<file path="config.mk">
export PLATFORM = sky130hd
export DESIGN_NAME = i2c_scl_timing_gen
export DESIGN_NICKNAME = d
export VERILOG_FILES = /design/src/rtl/i2c_pkg.sv /design/src/rtl/i2c_sync2.sv /design/src/rtl/i2c_scl_timing_gen.sv
export SDC_FILE = /design/constraint.sdc
export NUM_CORES = 1
export LEC_CHECK = 0
export CAP_MARGIN = 20
export CORE_UTILIZATION = 51
export CTS_BUF_LIST = sky130_fd_sc_hd__clkbuf_8 sky130_fd_sc_hd__clkbuf_16
export DETAILED_ROUTE_END_ITERATION = 10
export PLACE_DENSITY = 0.81
export SLEW_MARGIN = 15
export SYNTH_ARGS = -nofsm -noshare
export SYNTH_HDL_FRONTEND = slang
export SYNTH_SLANG_ARGS = --single-unit
export TNS_END_PERCENT = 10
</file>
<file path="constraint.sdc">
create_clock -name clk -period 1.65 [get_ports clk]
set_input_delay 0.2475 -clock clk [delete_from_list [all_inputs] [get_ports clk]]
set_output_delay 0.2475 -clock clk [all_outputs]
set_load 0.05 [all_outputs]
</file>
<file path="src/rtl/i2c_pkg.sv">
// ============================================================================
// Module   : i2c_pkg
// Purpose  : Shared encodings and default divider constants for the I2C SCL
//            timing generator.
//            - FREQ_MODE_* : freq_mode table-select encodings
//            - PHASE_*     : quarter-period phase encodings
//            - state_e     : generator FSM states
//            - DEF_DIV_*   : default quarter reload values (50 MHz sys clock)
// Options  : none (I2C_CLK_STRETCH_EN is consumed by the top level)
// Revision : 1.0 - initial release
// ============================================================================
`default_nettype none

package i2c_pkg;

  // freq_mode table-select encodings
  localparam logic [1:0] FREQ_MODE_100K = 2'b00;
  localparam logic [1:0] FREQ_MODE_400K = 2'b01;
  localparam logic [1:0] FREQ_MODE_1M   = 2'b10;
  localparam logic [1:0] FREQ_MODE_3M   = 2'b11;

  // Quarter-period phases: LOW0/LOW1 drive SCL low, HIGH0/HIGH1 release it
  localparam logic [1:0] PHASE_LOW0  = 2'd0;
  localparam logic [1:0] PHASE_LOW1  = 2'd1;
  localparam logic [1:0] PHASE_HIGH0 = 2'd2;
  localparam logic [1:0] PHASE_HIGH1 = 2'd3;

  // Generator states
  typedef enum logic [1:0] {
    ST_IDLE   = 2'd0,
    ST_RUN    = 2'd1,
    ST_FINISH = 2'd2
  } state_e;

  // Default quarter reload values (quarter length = reload + 1 cycles)
  localparam int unsigned DEF_DIV_MODE0 = 124;
  localparam int unsigned DEF_DIV_MODE1 = 30;
  localparam int unsigned DEF_DIV_MODE2 = 11;
  localparam int unsigned DEF_DIV_MODE3 = 3;

endpackage : i2c_pkg

`default_nettype wire

</file>
<file path="src/rtl/i2c_sync2.sv">
// ============================================================================
// Module   : i2c_sync2
// Purpose  : Two-flop synchroniser for the sampled SCL pad level. Resets to 1
//            so a released (high) bus is assumed until the pad is observed.
// Ports    : clk   in  1  system clock
//            reset in  1  synchronous, active-low reset
//            d     in  1  asynchronous input level
//            q     out 1  synchronised level
// Options  : none
// Revision : 1.0 - initial release
// ============================================================================
`default_nettype none

module i2c_sync2
  import i2c_pkg::*;
(
  input  logic clk,
  input  logic reset,
  input  logic d,
  output logic q
);

  logic [1:0] sync_q;
  logic [1:0] sync_d;

  always_comb begin
    sync_d = {sync_q[0], d};
  end

  always_ff @(posedge clk) begin
    if (!reset) begin
      sync_q <= 2'b11;
    end else begin
      sync_q <= sync_d;
    end
  end

  assign q = sync_q[1];

endmodule : i2c_sync2

`default_nettype wire

</file>
<file path="src/rtl/i2c_scl_timing_gen.sv">
// ============================================================================
// Module   : i2c_scl_timing_gen
// Purpose  : Generates the SCL waveform and quarter-period phase strobes for
//            the I2C bit engine. Quarter reload comes from a freq_mode table
//            or a runtime override; any change is applied only on the phase 3
//            tick so a period is never altered mid-way.
// Ports    : clk        in  1      system clock
//            reset      in  1      synchronous, active-low reset
//            enable     in  1      run request (level)
//            freq_mode  in  2      table select, sampled at period boundary
//            div_load   in  1      pulse: latch div_value as pending override
//            div_clr    in  1      pulse: drop override (div_load wins)
//            div_value  in  CNT_W  override quarter reload (0 clamps to 1)
//            scl_in     in  1      SCL pad level (stretch detect)
//            scl_out    out 1      SCL drive level (1 = release)
//            phase      out 2      current quarter
//            phase_tick out 1      strobe on last cycle of each quarter
//            busy       out 1      running or completing the current period
//            stretching out 1      quarter held by a slave stretch
// Options  : I2C_CLK_STRETCH_EN - enables slave clock stretching via a
//            synchronised scl_in; otherwise scl_in is ignored.
// Revision : 1.0 - initial release
// ============================================================================
`default_nettype none

module i2c_scl_timing_gen
  import i2c_pkg::*;
#(
  parameter int unsigned CNT_W     = 16,
  parameter int unsigned DIV_MODE0 = DEF_DIV_MODE0,
  parameter int unsigned DIV_MODE1 = DEF_DIV_MODE1,
  parameter int unsigned DIV_MODE2 = DEF_DIV_MODE2,
  parameter int unsigned DIV_MODE3 = DEF_DIV_MODE3
) (
  input  logic             clk,
  input  logic             reset,
  input  logic             enable,
  input  logic [1:0]       freq_mode,
  input  logic             div_load,
  input  logic             div_clr,
  input  logic [CNT_W-1:0] div_value,
  input  logic             scl_in,
  output logic             scl_out,
  output logic [1:0]       phase,
  output logic             phase_tick,
  output logic             busy,
  output logic             stretching
);

  localparam logic [CNT_W-1:0] CNT_ONE = {{(CNT_W-1){1'b0}}, 1'b1};

  state_e           state_q,    state_d;
  logic [CNT_W-1:0] cnt_q,      cnt_d;
  logic [1:0]       phase_q,    phase_d;
  logic             scl_q,      scl_d;
  logic [CNT_W-1:0] cur_div_q,  cur_div_d;
  logic [CNT_W-1:0] ovr_val_q,  ovr_val_d;
  logic             ovr_pend_q, ovr_pend_d;
  logic             ovr_act_q,  ovr_act_d;

  logic             running;
  logic             hold;
  logic             tick;
  logic             boundary;
  logic [CNT_W-1:0] tbl_div;
  logic [CNT_W-1:0] load_val;
  logic             scl_sync;

`ifdef I2C_CLK_STRETCH_EN
  i2c_sync2 u_scl_sync (
    .clk   (clk),
    .reset (reset),
    .d     (scl_in),
    .q     (scl_sync)
  );
`else
  // Stretch detection disabled: the bus always reads as released.
  logic unused_scl_in;
  assign unused_scl_in = scl_in;
  assign scl_sync      = 1'b1;
`endif

  // Table lookup for the selected bus frequency
  always_comb begin
    tbl_div = CNT_W'(DIV_MODE0);
    case (freq_mode)
      FREQ_MODE_100K: tbl_div = CNT_W'(DIV_MODE0);
      FREQ_MODE_400K: tbl_div = CNT_W'(DIV_MODE1);
      FREQ_MODE_1M:   tbl_div = CNT_W'(DIV_MODE2);
      FREQ_MODE_3M:   tbl_div = CNT_W'(DIV_MODE3);
      default:        tbl_div = CNT_W'(DIV_MODE0);
    endcase
  end

  // A zero reload would give a 1-cycle quarter; keep the minimum at 2 cycles.
  assign load_val = (div_value == '0) ? CNT_ONE : div_value;

  always_comb begin
    state_d    = state_q;
    cnt_d      = cnt_q;
    phase_d    = phase_q;
    scl_d      = scl_q;
    cur_div_d  = cur_div_q;
    ovr_val_d  = ovr_val_q;
    ovr_pend_d = ovr_pend_q;
    ovr_act_d  = ovr_act_q;

    running  = (state_q != ST_IDLE);
    // While the slave holds SCL low in the first high quarter, the quarter
    // restarts so the high time is measured from the observed rise.
    hold     = running && (phase_q == PHASE_HIGH0) && !scl_sync;
    tick     = running && !hold && (cnt_q == '0);
    boundary = tick && (phase_q == PHASE_HIGH1);

    // Divider selection happens only at the period boundary; the old
    // override state is used here, new pulses affect the next boundary.
    if (boundary) begin
      cur_div_d = (ovr_pend_q || ovr_act_q) ? ovr_val_q : tbl_div;
      if (ovr_pend_q) begin
        ovr_act_d  = 1'b1;
        ovr_pend_d = 1'b0;
      end
    end

    if (div_load) begin
      ovr_pend_d = 1'b1;
      ovr_val_d  = load_val;
    end else if (div_clr) begin
      ovr_pend_d = 1'b0;
      ovr_act_d  = 1'b0;
    end

    case (state_q)
      ST_IDLE: begin
        if (enable) begin
          state_d = ST_RUN;
          cnt_d   = cur_div_q;
          phase_d = PHASE_LOW0;
        end
      end
      ST_RUN: begin
        if (!enable) state_d = ST_FINISH;
      end
      ST_FINISH: begin
        if (enable)        state_d = ST_RUN;
        else if (boundary) state_d = ST_IDLE;
      end
      default: state_d = ST_IDLE;
    endcase

    if (running) begin
      if (hold) begin
        cnt_d = cur_div_q;
      end else if (tick) begin
        cnt_d   = cur_div_d;
        phase_d = phase_q + 2'd1;
      end else begin
        cnt_d = cnt_q - CNT_ONE;
      end
    end

    // SCL follows the upper phase bit while running and is released in IDLE;
    // registering it puts the edge on the cycle after the 1->2 / 3->0 tick.
    scl_d = (state_d == ST_IDLE) ? 1'b1 : phase_d[1];
  end

  always_ff @(posedge clk) begin
    if (!reset) begin
      state_q    <= ST_IDLE;
      cnt_q      <= '0;
      phase_q    <= PHASE_LOW0;
      scl_q      <= 1'b1;
      cur_div_q  <= CNT_W'(DIV_MODE0);
      ovr_val_q  <= CNT_ONE;
      ovr_pend_q <= 1'b0;
      ovr_act_q  <= 1'b0;
    end else begin
      state_q    <= state_d;
      cnt_q      <= cnt_d;
      phase_q    <= phase_d;
      scl_q      <= scl_d;
      cur_div_q  <= cur_div_d;
      ovr_val_q  <= ovr_val_d;
      ovr_pend_q <= ovr_pend_d;
      ovr_act_q  <= ovr_act_d;
    end
  end

  assign scl_out    = scl_q;
  assign phase      = phase_q;
  assign phase_tick = tick;
  assign busy       = running;
  assign stretching = hold;

endmodule : i2c_scl_timing_gen

`default_nettype wire

</file>
==> results.toml, run 1 <==
[clocking]
cts_tree = "built"
htree_levels = 2
root_buffer = "clkbuf_8"
clkTransAtPathRegs_ns = 0.11
clk_latency_ns = 0.32
clock_path_buffers = 2
holdBufCountCts = 0
cts_buffers = 5
cts.sinks = 55

[power]
power_frac_comb_pct = 28.2
pwr-share-seq_pct = 46.4
switching_share_pct = 31.7
intPower_mw = 2.13
p_switching_uw = 988
p_leak_nw = 1.59
clkPwrFrac_pct = 25.4
p_per_area_nw_per_um2 = 798
vdd_drop_max_uv = 671

[die]
coreArea_um2 = 5240
fp-row-count = 26
chipHeight_um = 76.5
die_area_um2 = 5860
die_w_um = 76.5
io-pin-count = 30
start_util_pct = 54.1

[synthesis]
synthSimpleGateAreaFrac_pct = 22.6
yosys.area_share.xor_xnor_pct = 2.47
synth_cell_types = 52
seq_area_frac_synth_pct = 38.9
yosysWarnings = 0
ys.flop_type = "dfxtp_1"
syn_inst = 340
syn_area_um2 = 2830
synthArstFlopShare_pct = 0
synthMuxAreaShare_pct = 9.98
synth_seq_cells = 55
syn-num-nets = 367
avgSynthCellArea_um2 = 8.34
synth_compound_area_share_pct = 19.5
synth_edf_count = 0
synth_fa_ha_area_share_pct = 1.32
synth_top_family_by_area = "simple AND/OR/NAND/NOR gates"

[flow_run]
drv_cap = 0

[critical_path]
end_kind = "output pin"
worstPathMaxFanout = 2
critPathLaunchType = "flop"
crit_required_ns = 1.40
slowest_stage = "dfxtp_2"
worstSetupPathDepth = 5
worstPathCellList = "nor4_4 -> and4b_2 -> nand2_4 -> clkinvlp_4 -> buf_12"
slowest_delay_ns = 0.35
path_buf_inv = 2
critPathKind = "flop to output pin"
critPathArrivalTime_ns = 1.55
r2r_setup_slack_ns = -0.10
cpLargestDelayFamily = "simple AND/OR/NAND/NOR gates"
rr_worst_depth = 7

[timing]
rsz0062_at_grt = "true"
hold-worst-slack_ns = 0.458
fin_ws_ns = -0.144
max_freq_mhz = 558
post-route-period-util_pct = 109
hold_violations = 0
setup_viol = 27
finalMaxSlewViolations = 0
tns_ns = -1.41
period_minus_slack_ns = 1.79
finClkSkew_ns = 0.0102

[layout]
nets = 446
antenna_cells = 0
fillCellCount = 364
area_growth_pct = 37.7
drive_gt1_share_pct = 29.0

[placed_design]
gp_congestion = 0.908
dp_hpwl_um = 6010
place.port_buffers = 27

[grt]
antenna_found_initial = 0
overflow = 0
grt_pass1_wl_um = 13700
grt_max_degree = 20
grt_pass1_vias = 2844
grt_usage_pct = 29.7

[status]
outcome = "finished, violations left"
violations = "setup timing"

[min_path]
hold_path_class = "flop to flop"
hold_depth = 2

[route]
wl_um = 8360
ant_nets = 0
first_pass_iters = 5
vias_per_cell = 5.89
vias = 2886
dr.first_iter.drc_count = 328
route.detailed.drc = 0
wl_per_cell_um = 17.1
## cell usage after synthesis, drive strengths merged (3+ instances only)
cell	number	area share, %
a211oi	3	0.79
a21oi	27	4.8
a31oi	8	1.8
a41oi	5	1.5
and3	5	1.1
buf	9	2.0
clkbuf	12	1.6
dfxtp	55	39
ha	3	1.3
inv	11	1.5
mux2i	26	9.2
nand2	37	4.9
nand3	18	3.4
nor2	40	5.3
nor3	9	2.4
nor4	5	1.6
o211ai	3	0.79
o21a	3	0.79
o21ai	17	3.0
o22ai	4	0.88
xnor2	8	2.5
## through the flow
stage          instance area, um2  util [%]  instances  setup slack (ns)  power, mW
4_1_cts                      3820      73.0        489            -0.136       3.07
3_3_place_gp                 3640      69.5        477            -0.289       2.23
5_1_grt                      3900      74.5        490            -0.244       3.24
6_report                     3900      74.5        490            -0.144       3.12
3_5_place_dp                 3640      69.5        477            -0.397       2.25
2_1_floorplan                2870         -        340            -0.125       1.92
## worst min-delay path, delay by kind of cell (launching register included)
family / cells / cell delay (ns)
AOI/OAI and AO/OA: 1 / 0.05
and+or+nand+nor: 1 / 0.05
DFF: 1 / 0.32
## timing repair
action / CTS / global route
setup endpoints to repair: 37 / 38
gates resized for setup: 15 / 18
setup buffers: 4 / 1
pin swaps: 7 / 13
## registers in the layout (all words and copies together), names as in the netlist
signal,count
cnt_q,16
cur_div_q,16
ovr_val_q,16
phase,2
state_q,2
ovr_act_q,1
ovr_pend_q,1
scl_out,1
## layer usage
layer / routed length, um / vias to the layer above / track usage [%]
li1: - / 1376 / -
met1: 3620 / 1383 / 37.5
met2: 4120 / 117 / 50.5
met3: 514 / 10 / 5.87
met4: 103 / 0 / 9.62
met5: 0 / - / 0
## cells by family (layout without fill, tap and decap cells)
group / after synthesis / after routing
compound gates: 85 / 85
simple gates: 127 / 127
xor+xnor: 8 / 8
buf+inv: 33 / 113
mux: 28 / 28
fa+ha+maj: 3 / 3
flops: 55 / 55
other cells: 1 / 1
## final timing paths
path | from | end
max | cnt_q[2] | phase_tick
min | cur_div_q[8] | cur_div_q[8]
max reg2reg | cnt_q[6] | cnt_q[4]
min reg2reg | cur_div_q[8] | cur_div_q[8]
## cell type report
class,count,area (um2),area share (%)
sequential,55,1120,28.6
clock buffer,5,68.8,1.76
clock inverter,3,22.5,0.577
inverter,12,48.8,1.25
multi-input combinational,252,1710,43.8
timing repair buffer,93,847,21.7
tap,70,87.6,2.24
## power by group through the flow
stage	Clock [mW]	Sequential (mW)	Combinational, mW
after floorplan	0	1.48	0.432
after global placement	0	1.47	0.761
after detailed placement	0	1.47	0.781
after CTS	0.799	1.44	0.826
after global routing	0.847	1.45	0.944
final	0.791	1.45	0.879
## placed cells by master, fill, tap and decap left out, drive strengths merged, types with 4 or more instances in the layout
cell,count
a21oi,27
a31oi,8
a41oi,5
and3,5
buf,71
clkbuf,5
clkdlybuf4s50,22
dfxtp,55
inv,12
mux2i,26
nand2,37
nand3,18
nor2,40
nor3,9
nor4,5
o21ai,17
o22ai,4
xnor2,8
(Power assumes the default switching activity.)
==> inputs of run 2 (changes only) <==
CTS_CLUSTER_DIAMETER = 50   (was not set)
==> results of run 2 <==
Same layout as run 1: the final DEF is identical, and so are final timing and power.
==> inputs of run 3 (changes only) <==
ABC_CLOCK_PERIOD_IN_PS = 1650   (was not set)
SKIP_LAST_GASP = 1   (was not set)
==> results.toml, run 3 (synthesis results as in run 1) <==
[min_path]
hold_path_class = "flop to flop"
hold_start = "cur_div_q[8]"

[layout]
final_cell_area_um2 = 3830
antenna_cells = 0
area_growth_pct = 35.1
final_common_cell = "buf_4"
top_regs = "cnt_q x16, cur_div_q x16, ovr_val_q x16"
nets = 445
final_cell_mix = "buf_4, dfxtp_1, nor2_1, nand2_1, a21oi_1"
drive_gt1_share_pct = 26.3

[critical_path]
critPathArrivalTime_ns = 1.54
crit_required_ns = 1.40
crit_start = "cnt_q[3]"
worstPathMaxFanout = 2
r2r_setup_slack_ns = -0.12
slowest_delay_ns = 0.35
worstPathCellList = "nor4_4 -> and4b_2 -> nand2_4 -> clkinvlp_4 -> buf_12"
end_kind = "output pin"
r2r_start = "cnt_q[9]"
critPathKind = "flop to output pin"
critPathLaunchType = "flop"
slowest_stage = "dfxtp_2"

[clocking]
clk_latency_ns = 0.32
root_buffer = "clkbuf_8"
cts_tree = "built"
cts_buffers = 5
clkTransAtPathRegs_ns = 0.11
cts.sinks = 55
htree_levels = 2
clock_path_buffers = 2

[grt]
antenna_found_initial = 0
grt_max_degree = 20
grt_pass1_wl_um = 13600
grt_pass1_vias = 2853
grt_usage_pct = 29.5
overflow = 0

[die]
chipHeight_um = 76.5
coreArea_um2 = 5240
io-pin-count = 30
die_area_um2 = 5860
fp-row-count = 26
start_util_pct = 54.1
die_w_um = 76.5

[flow_run]
drv_cap = 0

[timing]
max_freq_mhz = 558
hold_violations = 0
period_minus_slack_ns = 1.79
finClkSkew_ns = 0.00954
finalMaxSlewViolations = 0
setup_viol = 31
tns_ns = -2.03
post-route-period-util_pct = 109
rsz0062_at_grt = "true"
fin_ws_ns = -0.142

[power]
vdd_drop_max_uv = 677
p_leak_nw = 1.56
p_per_area_nw_per_um2 = 802

[placed_design]
gp_congestion = 0.908
post-place-ws_ns = -0.397
place.port_buffers = 27
dpl-instance-area_um2 = 3640
dp_hpwl_um = 6010

[route]
vias_per_cell = 5.92
route.detailed.drc = 0
ant_nets = 0
wl_per_cell_um = 16.6
wl_um = 8120
vias = 2894
first_pass_iters = 5
dr.first_iter.drc_count = 278

[status]
violations = "setup timing"
outcome = "finished, violations left"
run 3: cell types whose count changed in the layout (fill, tap and decap cells not counted), sizes merged:
cell / before / now
buf: 71 / 70
run 3: final timing paths:
| path | endpoint | cells past startpoint |
|---|---|---|
| worst max-delay path | phase_tick | 5 |
| worst min-delay path | cur_div_q[8] | 2 |
| worst max register to register | cnt_q[8] | 8 |
| worst min register to register | cur_div_q[8] | 2 |
run 3: layer usage:
metal / up-vias / routed length, um / share of wire [%] / GRT usage, %
met5: - / 0 / 0 / 0
met4: 0 / 148 / 1.8 / 9.81
met3: 21 / 507 / 6.2 / 5.63
met2: 128 / 3930 / 48 / 49.6
met1: 1365 / 3530 / 44 / 37.7
li1: 1380 / - / - / -
run 3: stage by stage:
stage	hold WS, ns	cells	total power [mW]	util (%)
global route	0.483	489	3.21	73.1
floorplan	0.394	340	1.92	-
detailed placement	0.445	477	2.25	69.5
finish	0.460	489	3.07	73.1
global placement	0.442	477	2.23	69.5
CTS	0.461	489	3.05	72.5
run 3: what timing repair did:
item / CTS / global route
gates resized for setup: 9 / 6
pin swaps: 6 / 0
buffers inserted: 4 / 0
hold buffers: 0 / 0
setup endpoints to repair: 37 / 38
run 3: where the power goes:
part	internal, mW	total, mW	leakage [nW]	switching [mW]
clock network	0.309	0.793	0.0489	0.484
registers	1.39	1.44	0.453	0.0525
logic	0.406	0.837	1.06	0.431
total	2.11	3.07	1.56	0.968
run 3: worst max-delay path: cells and delay by family (launching register included):
family	cells	cell delay [ns]
buf+inv	2	0.22
flops	1	0.35
simple gates	3	0.65
run 3: area by class of cell:
cell class	count	area (um2)
well taps	70	87.6
clock inverters	3	22.5
clock buffers	5	68.8
fillers	380	1410
flip-flops and latches	55	1110
multi-input cells	252	1670
inverters	12	48.8
repair buffers	92	825
